--- src/rtl/regfile_param_if.sv ---
// regfile_param_if: decode/issue/writeback bus into the register file and scoreboard
interface regfile_param_if #(
  parameter int DATA_W = 32,
  parameter int ADDR_W = 5
);
  logic              ctrl_writeEnable;
  logic [ADDR_W-1:0] ctrl_writeReg;
  logic [DATA_W-1:0] data_writeReg;
  logic [ADDR_W-1:0] ctrl_readRegA;
  logic [ADDR_W-1:0] ctrl_readRegB;
  logic [DATA_W-1:0] data_readRegA;
  logic [DATA_W-1:0] data_readRegB;
  logic              ctrl_setBusy;
  logic [ADDR_W-1:0] ctrl_busyReg;
  logic              busy_readRegA;
  logic              busy_readRegB;
  logic [ADDR_W:0]   busy_count;
  modport master (
    output ctrl_writeEnable, ctrl_writeReg, data_writeReg, ctrl_readRegA, ctrl_readRegB,
           ctrl_setBusy, ctrl_busyReg,
    input  data_readRegA, data_readRegB, busy_readRegA, busy_readRegB, busy_count
  );
  modport slave (
    input  ctrl_writeEnable, ctrl_writeReg, data_writeReg, ctrl_readRegA, ctrl_readRegB,
           ctrl_setBusy, ctrl_busyReg,
    output data_readRegA, data_readRegB, busy_readRegA, busy_readRegB, busy_count
  );
endinterface

--- src/rtl/regfile_param.sv ---
// regfile_param: 2R1W register file with pending-write scoreboard; optional
// same-cycle write-to-read forwarding when REGFILE_BYPASS_EN is defined.
module regfile_param #(
  parameter int DATA_W   = 32,
  parameter int ADDR_W   = 5,
  parameter int ZERO_REG = 1
) (
  input logic            clock,
  input logic            ctrl_reset,
  regfile_param_if.slave bus
);
  localparam int DEPTH = 1 << ADDR_W;
  localparam bit Z = ZERO_REG != 0;
  logic [DATA_W-1:0] r_mem [DEPTH];
  logic [DEPTH-1:0]  r_busy;
  logic [ADDR_W:0]   r_count;
  logic              w_we, w_set, w_inc, w_dec, w_zA, w_zB, w_bypA, w_bypB;
  logic [DEPTH-1:0]  w_one, w_clr_oh, w_set_oh;
  assign w_we     = bus.ctrl_writeEnable && !(Z && bus.ctrl_writeReg == '0);
  assign w_set    = bus.ctrl_setBusy && !(Z && bus.ctrl_busyReg == '0);
  assign w_one    = {{(DEPTH-1){1'b0}}, 1'b1};
  assign w_clr_oh = w_we ? w_one << bus.ctrl_writeReg : '0;
  assign w_set_oh = w_set ? w_one << bus.ctrl_busyReg : '0;
  // set beats clear on the same register, so only count a clear it does not cancel
  assign w_inc = w_set && !r_busy[bus.ctrl_busyReg];
  assign w_dec = w_we && r_busy[bus.ctrl_writeReg] && !(w_set && bus.ctrl_busyReg == bus.ctrl_writeReg);
  always_ff @(posedge clock) begin
    if (ctrl_reset) begin
      for (int i = 0; i < DEPTH; i++) r_mem[i] <= '0;
      r_busy  <= '0;
      r_count <= '0;
    end else begin
      if (w_we) r_mem[bus.ctrl_writeReg] <= bus.data_writeReg;
      r_busy  <= (r_busy & ~w_clr_oh) | w_set_oh;
      r_count <= r_count + (ADDR_W+1)'(w_inc) - (ADDR_W+1)'(w_dec);
    end
  end
  assign w_zA = Z && bus.ctrl_readRegA == '0;
  assign w_zB = Z && bus.ctrl_readRegB == '0;
`ifdef REGFILE_BYPASS_EN
  assign w_bypA = w_we && !ctrl_reset && bus.ctrl_readRegA == bus.ctrl_writeReg;
  assign w_bypB = w_we && !ctrl_reset && bus.ctrl_readRegB == bus.ctrl_writeReg;
`else
  assign w_bypA = 1'b0;
  assign w_bypB = 1'b0;
`endif
  always_comb begin
    bus.data_readRegA = w_zA ? '0 : w_bypA ? bus.data_writeReg : r_mem[bus.ctrl_readRegA];
    bus.data_readRegB = w_zB ? '0 : w_bypB ? bus.data_writeReg : r_mem[bus.ctrl_readRegB];
    bus.busy_readRegA = !w_bypA && r_busy[bus.ctrl_readRegA];
    bus.busy_readRegB = !w_bypB && r_busy[bus.ctrl_readRegB];
  end
  assign bus.busy_count = r_count;
endmodule
--- src/flat_wrapper.sv ---
// flat-port wrapper written by rule: the top's interface ports become plain ports
module regfile_param_flat 
#(
  parameter int DATA_W   = 32,
  parameter int ADDR_W   = 5,
  parameter int ZERO_REG = 1
)
  (clock, ctrl_reset, bus_ctrl_writeEnable, bus_ctrl_writeReg, bus_data_writeReg, bus_ctrl_readRegA, bus_ctrl_readRegB, bus_ctrl_setBusy, bus_ctrl_busyReg, bus_data_readRegA, bus_data_readRegB, bus_busy_readRegA, bus_busy_readRegB, bus_busy_count);
  regfile_param_if #(.DATA_W(DATA_W), .ADDR_W(ADDR_W)) bus_i ();
  input logic clock;
  input logic ctrl_reset;
  input wire logic [$bits(bus_i.ctrl_writeEnable)-1:0] bus_ctrl_writeEnable;
  input wire logic [$bits(bus_i.ctrl_writeReg)-1:0] bus_ctrl_writeReg;
  input wire logic [$bits(bus_i.data_writeReg)-1:0] bus_data_writeReg;
  input wire logic [$bits(bus_i.ctrl_readRegA)-1:0] bus_ctrl_readRegA;
  input wire logic [$bits(bus_i.ctrl_readRegB)-1:0] bus_ctrl_readRegB;
  input wire logic [$bits(bus_i.ctrl_setBusy)-1:0] bus_ctrl_setBusy;
  input wire logic [$bits(bus_i.ctrl_busyReg)-1:0] bus_ctrl_busyReg;
  output wire logic [$bits(bus_i.data_readRegA)-1:0] bus_data_readRegA;
  output wire logic [$bits(bus_i.data_readRegB)-1:0] bus_data_readRegB;
  output wire logic [$bits(bus_i.busy_readRegA)-1:0] bus_busy_readRegA;
  output wire logic [$bits(bus_i.busy_readRegB)-1:0] bus_busy_readRegB;
  output wire logic [$bits(bus_i.busy_count)-1:0] bus_busy_count;
  assign bus_i.ctrl_writeEnable = bus_ctrl_writeEnable;
  assign bus_i.ctrl_writeReg = bus_ctrl_writeReg;
  assign bus_i.data_writeReg = bus_data_writeReg;
  assign bus_i.ctrl_readRegA = bus_ctrl_readRegA;
  assign bus_i.ctrl_readRegB = bus_ctrl_readRegB;
  assign bus_i.ctrl_setBusy = bus_ctrl_setBusy;
  assign bus_i.ctrl_busyReg = bus_ctrl_busyReg;
  assign bus_data_readRegA = bus_i.data_readRegA;
  assign bus_data_readRegB = bus_i.data_readRegB;
  assign bus_busy_readRegA = bus_i.busy_readRegA;
  assign bus_busy_readRegB = bus_i.busy_readRegB;
  assign bus_busy_count = bus_i.busy_count;
  regfile_param #(.DATA_W(DATA_W), .ADDR_W(ADDR_W), .ZERO_REG(ZERO_REG)) u_core (.clock(clock), .ctrl_reset(ctrl_reset), .bus(bus_i));
endmodule
--- config.mk ---
export PLATFORM = sky130hd
export DESIGN_NAME = regfile_param_flat
export DESIGN_NICKNAME = d
export VERILOG_FILES = /design/src/rtl/regfile_param_if.sv /design/src/rtl/regfile_param.sv /design/src/flat_wrapper.sv
export SDC_FILE = /design/constraint.sdc
export NUM_CORES = 2
export LEC_CHECK = 0
export ABC_AREA = 0
export CORE_UTILIZATION = 35
export DETAILED_ROUTE_END_ITERATION = 10
export DONT_BUFFER_PORTS = 1
export GPL_TIMING_DRIVEN = 0
export PLACE_DENSITY = 0.46
export SYNTH_ARGS = -nofsm -noshare
export SYNTH_HDL_FRONTEND = slang
export SYNTH_SLANG_ARGS = --single-unit
--- constraint.sdc ---
create_clock -name clock -period 4.4 [get_ports clock]
set_clock_uncertainty 0.1 [all_clocks]
set_input_delay 0.22 -clock clock [delete_from_list [all_inputs] [get_ports clock]]
set_output_delay 0.22 -clock clock [all_outputs]
set_load 0.02 [all_outputs]
**After elaboration in Yosys (flattened, before gate mapping)**

Memories as Yosys holds them, arrays and structs flattened.
Index checks and enable logic that the tools add are counted.

- Memories kept: 1
- Logic and storage cells: 50
- RAM bits: 1,024
- Bits of input ports: 56
- Flip-flop bits (word level): 38

- Add/sub/neg operators: 2
- Reductions and logical operators: 15
- Bitwise gates (word level): 3
- Equal/unequal tests: 1
- $lt $le $gt $ge: 4
- Shift-type cells: 2
- Mux-type cells: 20

Memory list:

| memory | words | bits a word | rd ports | clocked after memory_dff | wr ports | RTL line | RTL |
|---|---|---|---|---|---|---|---|
| u_core.r_mem | 32 | 32 | 2 | 0 | 32 | regfile_param.sv:14 | `logic [DATA_W-1:0] r_mem [DEPTH];` |

Operators by type and width:

| cell | number |
|---|---|
| 32-bit two-way mux | 5 |
| 1-bit by 5-bit left shift with 32-bit output, first input constant | 2 |
| 32-bit AND | 1 |
| 32-bit NOT | 1 |
| 32-bit OR | 1 |
| 32-bit OR reduction | 1 |
| 5-bit by 6-bit less-than comparator with 1-bit output, second input constant | 4 |
| 1-bit binary-select mux with 5-bit select | 4 |
| 5-bit logical NOT | 4 |
| 1-bit two-way mux | 10 |
| 6-bit by 1-bit adder with 6-bit output | 1 |
| 1-bit logical AND | 6 |
| 6-bit by 1-bit subtractor with 6-bit output | 1 |
| 5-bit == test | 1 |
| 5-bit two-way mux | 1 |
| 1-bit logical NOT | 4 |

**Longest topological paths before layout**

- Word-level depth: 8
- Depth in mapped cells: 15
- Depth with buffers taken out: 13

**Least setup slack after synthesis**

Ideal clock, no wire load.

- Path kind: input port to flip-flop
- Start point: in bus_ctrl_writeReg[0]
- End point: reg u_core.r_count[4] (netlist: u_core.bus.busy_count[4])
- Stages: 15
- Library setup time: 0.132 ns
- Data required time: 4.168 ns
- Data arrival time: 2.941 ns
- Setup slack: 1.228 ns
- Cells stage by stage: clkbuf_1 buf_2 mux4_2 mux2_2 o22ai_1 nor4_1 ha_1 inv_1 ha_1 inv_1 fa_1 nor2b_1 o21ai_0 a21boi_0 nor3_1

- Longest elaborated chain between the ends: 6
- Elaborated cells between the ends (all ways): 11
- Classes of those cells: 1 x add/sub; 1 x eq/ne; 2 x mux; 7 x reduce/logical

Ends and longest elaborated chain:

| what | RTL line | RTL |
|---|---|---|
| from (decl) | flat_wrapper.sv:13 | `input wire logic [$bits(bus_i.ctrl_writeReg)-1:0] bus_ctrl_writeReg;` |
| parallel branches: the longest is 4 deep, another holds 1-bit binary-select mux with 5-bit select | - |  |
| 1-bit logical AND * | regfile_param.sv:26 | `assign w_dec = w_we && r_busy[bus.ctrl_writeReg] && !(w_set && bus.ctrl_busyReg == bus.ctrl_writeReg);` |
| 6-bit by 1-bit subtractor with 6-bit output * | regfile_param.sv:35 | `r_count <= r_count + (ADDR_W+1)'(w_inc) - (ADDR_W+1)'(w_dec);` |
| to (signal assigned) | regfile_param.sv:35 |  |
| to (decl) | regfile_param.sv:16 | `logic [ADDR_W:0] r_count;` |

Mark *: on every way between the ends. The select of a mux whose other input is x is not followed.
A chain may end at the register's enable or synchronous reset.

**Final worst setup path**

- Start point: in bus_ctrl_readRegA[4]
- End point: out bus_data_readRegA[23]

- Longest elaborated chain between the ends: 2
- Elaborated cells between the ends (all ways): 3
- Classes of those cells: 1 x mux; 1 x reduce/logical; 1 x memory

Ends and longest elaborated chain:

| what | RTL line | RTL |
|---|---|---|
| from (decl) | flat_wrapper.sv:15 | `input wire logic [$bits(bus_i.ctrl_readRegA)-1:0] bus_ctrl_readRegA;` |
| memory read 32 x 32 bit / 5-bit logical NOT (equally long branches) | - |  |
| 32-bit two-way mux * | regfile_param.sv:48 | `bus.data_readRegA = w_zA ? '0 : w_bypA ? bus.data_writeReg : r_mem[bus.ctrl_readRegA];` |
| to (decl) | flat_wrapper.sv:19 | `output wire logic [$bits(bus_i.data_readRegA)-1:0] bus_data_readRegA;` |

Every way passes the cells marked *; elsewhere a longest branch is shown, timed or not.

==> results.md <==
- GPL Wtd Cong: 0.895
- CTS max path bufs: 3
- Run status: finished, violations left
- Mapped Cells: 3606
- Arr. time, crit path: 4.29 ns
- Initial Utilization: 35.3%
- Post-Route Utilization: 40.5%
- Clock Sinks: 1062
- Fin. Hold Viols: 0
- Post-Syn Area: 56800 um2
- Drt drc: 0
- Slew @ Worst Pin: 1.53 ns
- Most common cell after layout, fill and taps aside: edfxtp_1
- Largest family of logic cells by synthesized area: multiplexers
- CP Capture Type: primary output
- First-pass GRT wire length: 306 mm
- Synth cell types: 49
- Setup violations, final: 15
- TritonCTS clock tree: done
- Synth Area in Adders: 0.168%
- Worst setup SP type: primary input
- Number of global-route vias before repair: 35500
- Fin worst setup slack: -0.207 ns
- Final Max Tran Viols: 23
- Chip height: 405 um
- CP max FO: 10
- Drt via density: 5.80
- Initial antenna violation count: 31
- Post-synthesis compound-gate area fraction: 2.78%
- Cell row count: 147
- FF-to-FF Start: u_core.r_busy[19]$_SDFF_PP0_
- Largest net degree at the start of global routing: 34
- Via count: 35600
- XOR/XNOR share of the synthesized area: 0.108%
- Final period util: 105%
- DRT iter0 DRCs: 4468
- Kind of critical path: in -> out
- Leakage: 22.0 nW
- # IOs: 128
- Max H-tree Level: 4
- Die area: 164000 um2
- Synth warnings: 0
- DP Area: 60300 um2
- Clk_lat worst skew: 0.78 ns
- Flops & latches, synth: 1062
- Multiplexer area fraction after synthesis: 25.6%
- Asr flop ratio synth: 0%
- Cell Pwr Density: 403 nW/um2
- Post-Synth Simple-Gate Area: 12.4%
- Max Cap Viol: 3
- Post-synth EDFFs: 1024
- Max Fclk: 0.217 GHz
- Global Route Usage Sum: 28.0%
- DIE WIDTH: 405 um
- Average cell area after synthesis: 15.7 um2
- Postcts setup bufs: 0
- Hold Path Stages: 2
- Core region area: 161000 um2
- Total chip power: 26.2 mW
- Input/output buffers: 0
- Crit path from: bus_ctrl_readRegA[4]
- Synth-to-Final Area Change: 14.7%
- GRT Residual Overflow: 0
- Layout Nets: 3904
- Routed Antenna Nets: 0
- Drt total wl: 229 mm
- DP Wirelength: 162 mm
- Most frequent cells in the layout: edfxtp_1, and2_1, mux4_2
- Clock transition at path regs: 0.06 ns
- Final instance area: 65100 um2
- Clock buffer count from CTS: 130
- Clock period minus worst slack: 4.61 ns
- Dominant synthesized flop cell: edfxtp_1
- Hold Startpoint: bus_data_writeReg[16]
- Violated checks: capacitance limit, slew limit, setup timing
- Register area share after synthesis: 55.5%
- Share of layout cells above drive strength 1: 25.3%
- Per-cell routed wire length: 37.4 um
- FF-to-FF path depth: 13
- Drt pass-1 iters: 5
- RSZ-0062 raised after global routing: no
- Min-Delay Path Class: in -> reg
- Rel. slew slack: -2.50%
- WP data required: 4.08 ns
- Peak VDD IR: 0.000399 V
- Root buffer cell: clkbuf_16
-- state kept, by name, summed over array words and instances (netlist names) --
register	flops
u_core.bus.busy_count	6
u_core.r_busy	32
u_core.r_mem	1024
-- path summary, 6_finish.rpt --
| path | endpoint | slack [ns] |
|---|---|---|
| max | bus_data_readRegA[23] | -0.21 |
| max reg2reg | u_core.bus.busy_count[4]$_SDFF_PP0_ | 0.98 |
| min | u_core.r_mem[2][16]$_SDFFCE_PN0P_ | 0.009 |
| min reg2reg | u_core.r_busy[14]$_SDFF_PP0_ | 0.42 |
-- cell usage after synthesis (3+ instances only) --
| cell | number | area [um2] |
|---|---|---|
| a21o_1 | 17 | 128 |
| a221oi_1 | 64 | 561 |
| a32o_1 | 7 | 70.1 |
| and2_1 | 993 | 6210 |
| and3_1 | 8 | 50.1 |
| and3b_1 | 3 | 26.3 |
| buf_1 | 13 | 48.8 |
| buf_2 | 87 | 435 |
| buf_4 | 9 | 67.6 |
| clkbuf_1 | 283 | 1060 |
| dfxtp_1 | 38 | 761 |
| edfxtp_1 | 1024 | 30700 |
| ha_1 | 6 | 75.1 |
| inv_1 | 97 | 364 |
| mux2_2 | 4 | 45.0 |
| mux2i_1 | 70 | 701 |
| mux4_2 | 611 | 13800 |
| nand2_1 | 57 | 214 |
| nand2b_1 | 8 | 50.1 |
| nand3_1 | 8 | 40.0 |
| nand3b_1 | 3 | 22.5 |
| nor2_1 | 39 | 146 |
| nor2b_1 | 11 | 68.8 |
| nor3_1 | 15 | 75.1 |
| nor3b_1 | 5 | 37.5 |
| o21ai_0 | 16 | 80.1 |
| o221ai_1 | 64 | 561 |
| o22ai_1 | 8 | 50.1 |
| or3_1 | 3 | 18.8 |
| xnor2_1 | 6 | 52.6 |
-- worst max-delay path: stages --
cell and delay (ns):
clkbuf_1 0.88, nor2b_1 0.19, clkbuf_1 0.58, nand2b_1 0.53, buf_2 0.54, o221ai_1 0.37
a221oi_1 0.93
-- where the power goes --
part	internal (mW)	leakage [nW]	switching [mW]	total [mW]
clock network	6.09	2.02	4.54	10.6
logic	1.38	9.89	2.23	3.61
registers	11.7	10.1	0.311	12.0
total	19.1	22.0	7.08	26.2
-- cell type report --
cell class	count	area, um2
diodes	19	47.5
plain buffers	394	1660
clock buffers	161	3470
clock inverters	76	623
fillers	14900	95700
inverters	97	364
multi-input cells	2084	23700
flip-flops and latches	1062	31500
well taps	2160	2700
repair buffers	72	1000
-- routing by layer --
| metal | vias to the layer above | share of wire, % | wire, um | global-route usage (%) |
|---|---|---|---|---|
| li1 | 14500 | - | - | - |
| met5 | - | 0.053 | 122 | 0 |
| met4 | 18 | 4.2 | 9590 | 10.6 |
| met3 | 343 | 9.1 | 20900 | 7.33 |
| met1 | 19000 | 41 | 94400 | 37.7 |
| met2 | 1687 | 45 | 104000 | 43.2 |
-- repair_timing --
item / 4_1_cts / 5_1_grt
pin swaps: 0 / 0
gates resized for setup: 26 / 11
hold buffers: 41 / 0
gates cloned: 0 / 0
endpoints found under the hold margin: 876 / 0
endpoints found under the setup margin: 24 / 10
-- per-stage QoR --
| stage | setup slack, ns | hold slack [ns] | setup TNS (ns) | cells |
|---|---|---|---|---|
| 2_1_floorplan | 1.23 | 0.318 | 0 | 3637 |
| 3_3_place_gp | -0.600 | 0.321 | -9.43 | 5797 |
| 3_5_place_dp | -0.495 | 0.323 | -3.90 | 5828 |
| 4_1_cts | 0.00385 | 0.00985 | 0 | 6106 |
| 5_1_grt | 0.00185 | 0.0244 | 0 | 6113 |
| 6_report | -0.207 | 0.00856 | -0.827 | 6125 |
-- kinds of logic after synthesis --
| family | Yosys count |
|---|---|
| buf+inv | 491 |
| flops | 1062 |
| mux | 685 |
| other cells | 1 |
| compound gates | 193 |
| xor+xnor | 7 |
| fa+ha+maj | 7 |
| simple gates | 1160 |
No activity file was read; power rests on OpenSTA's default activity.
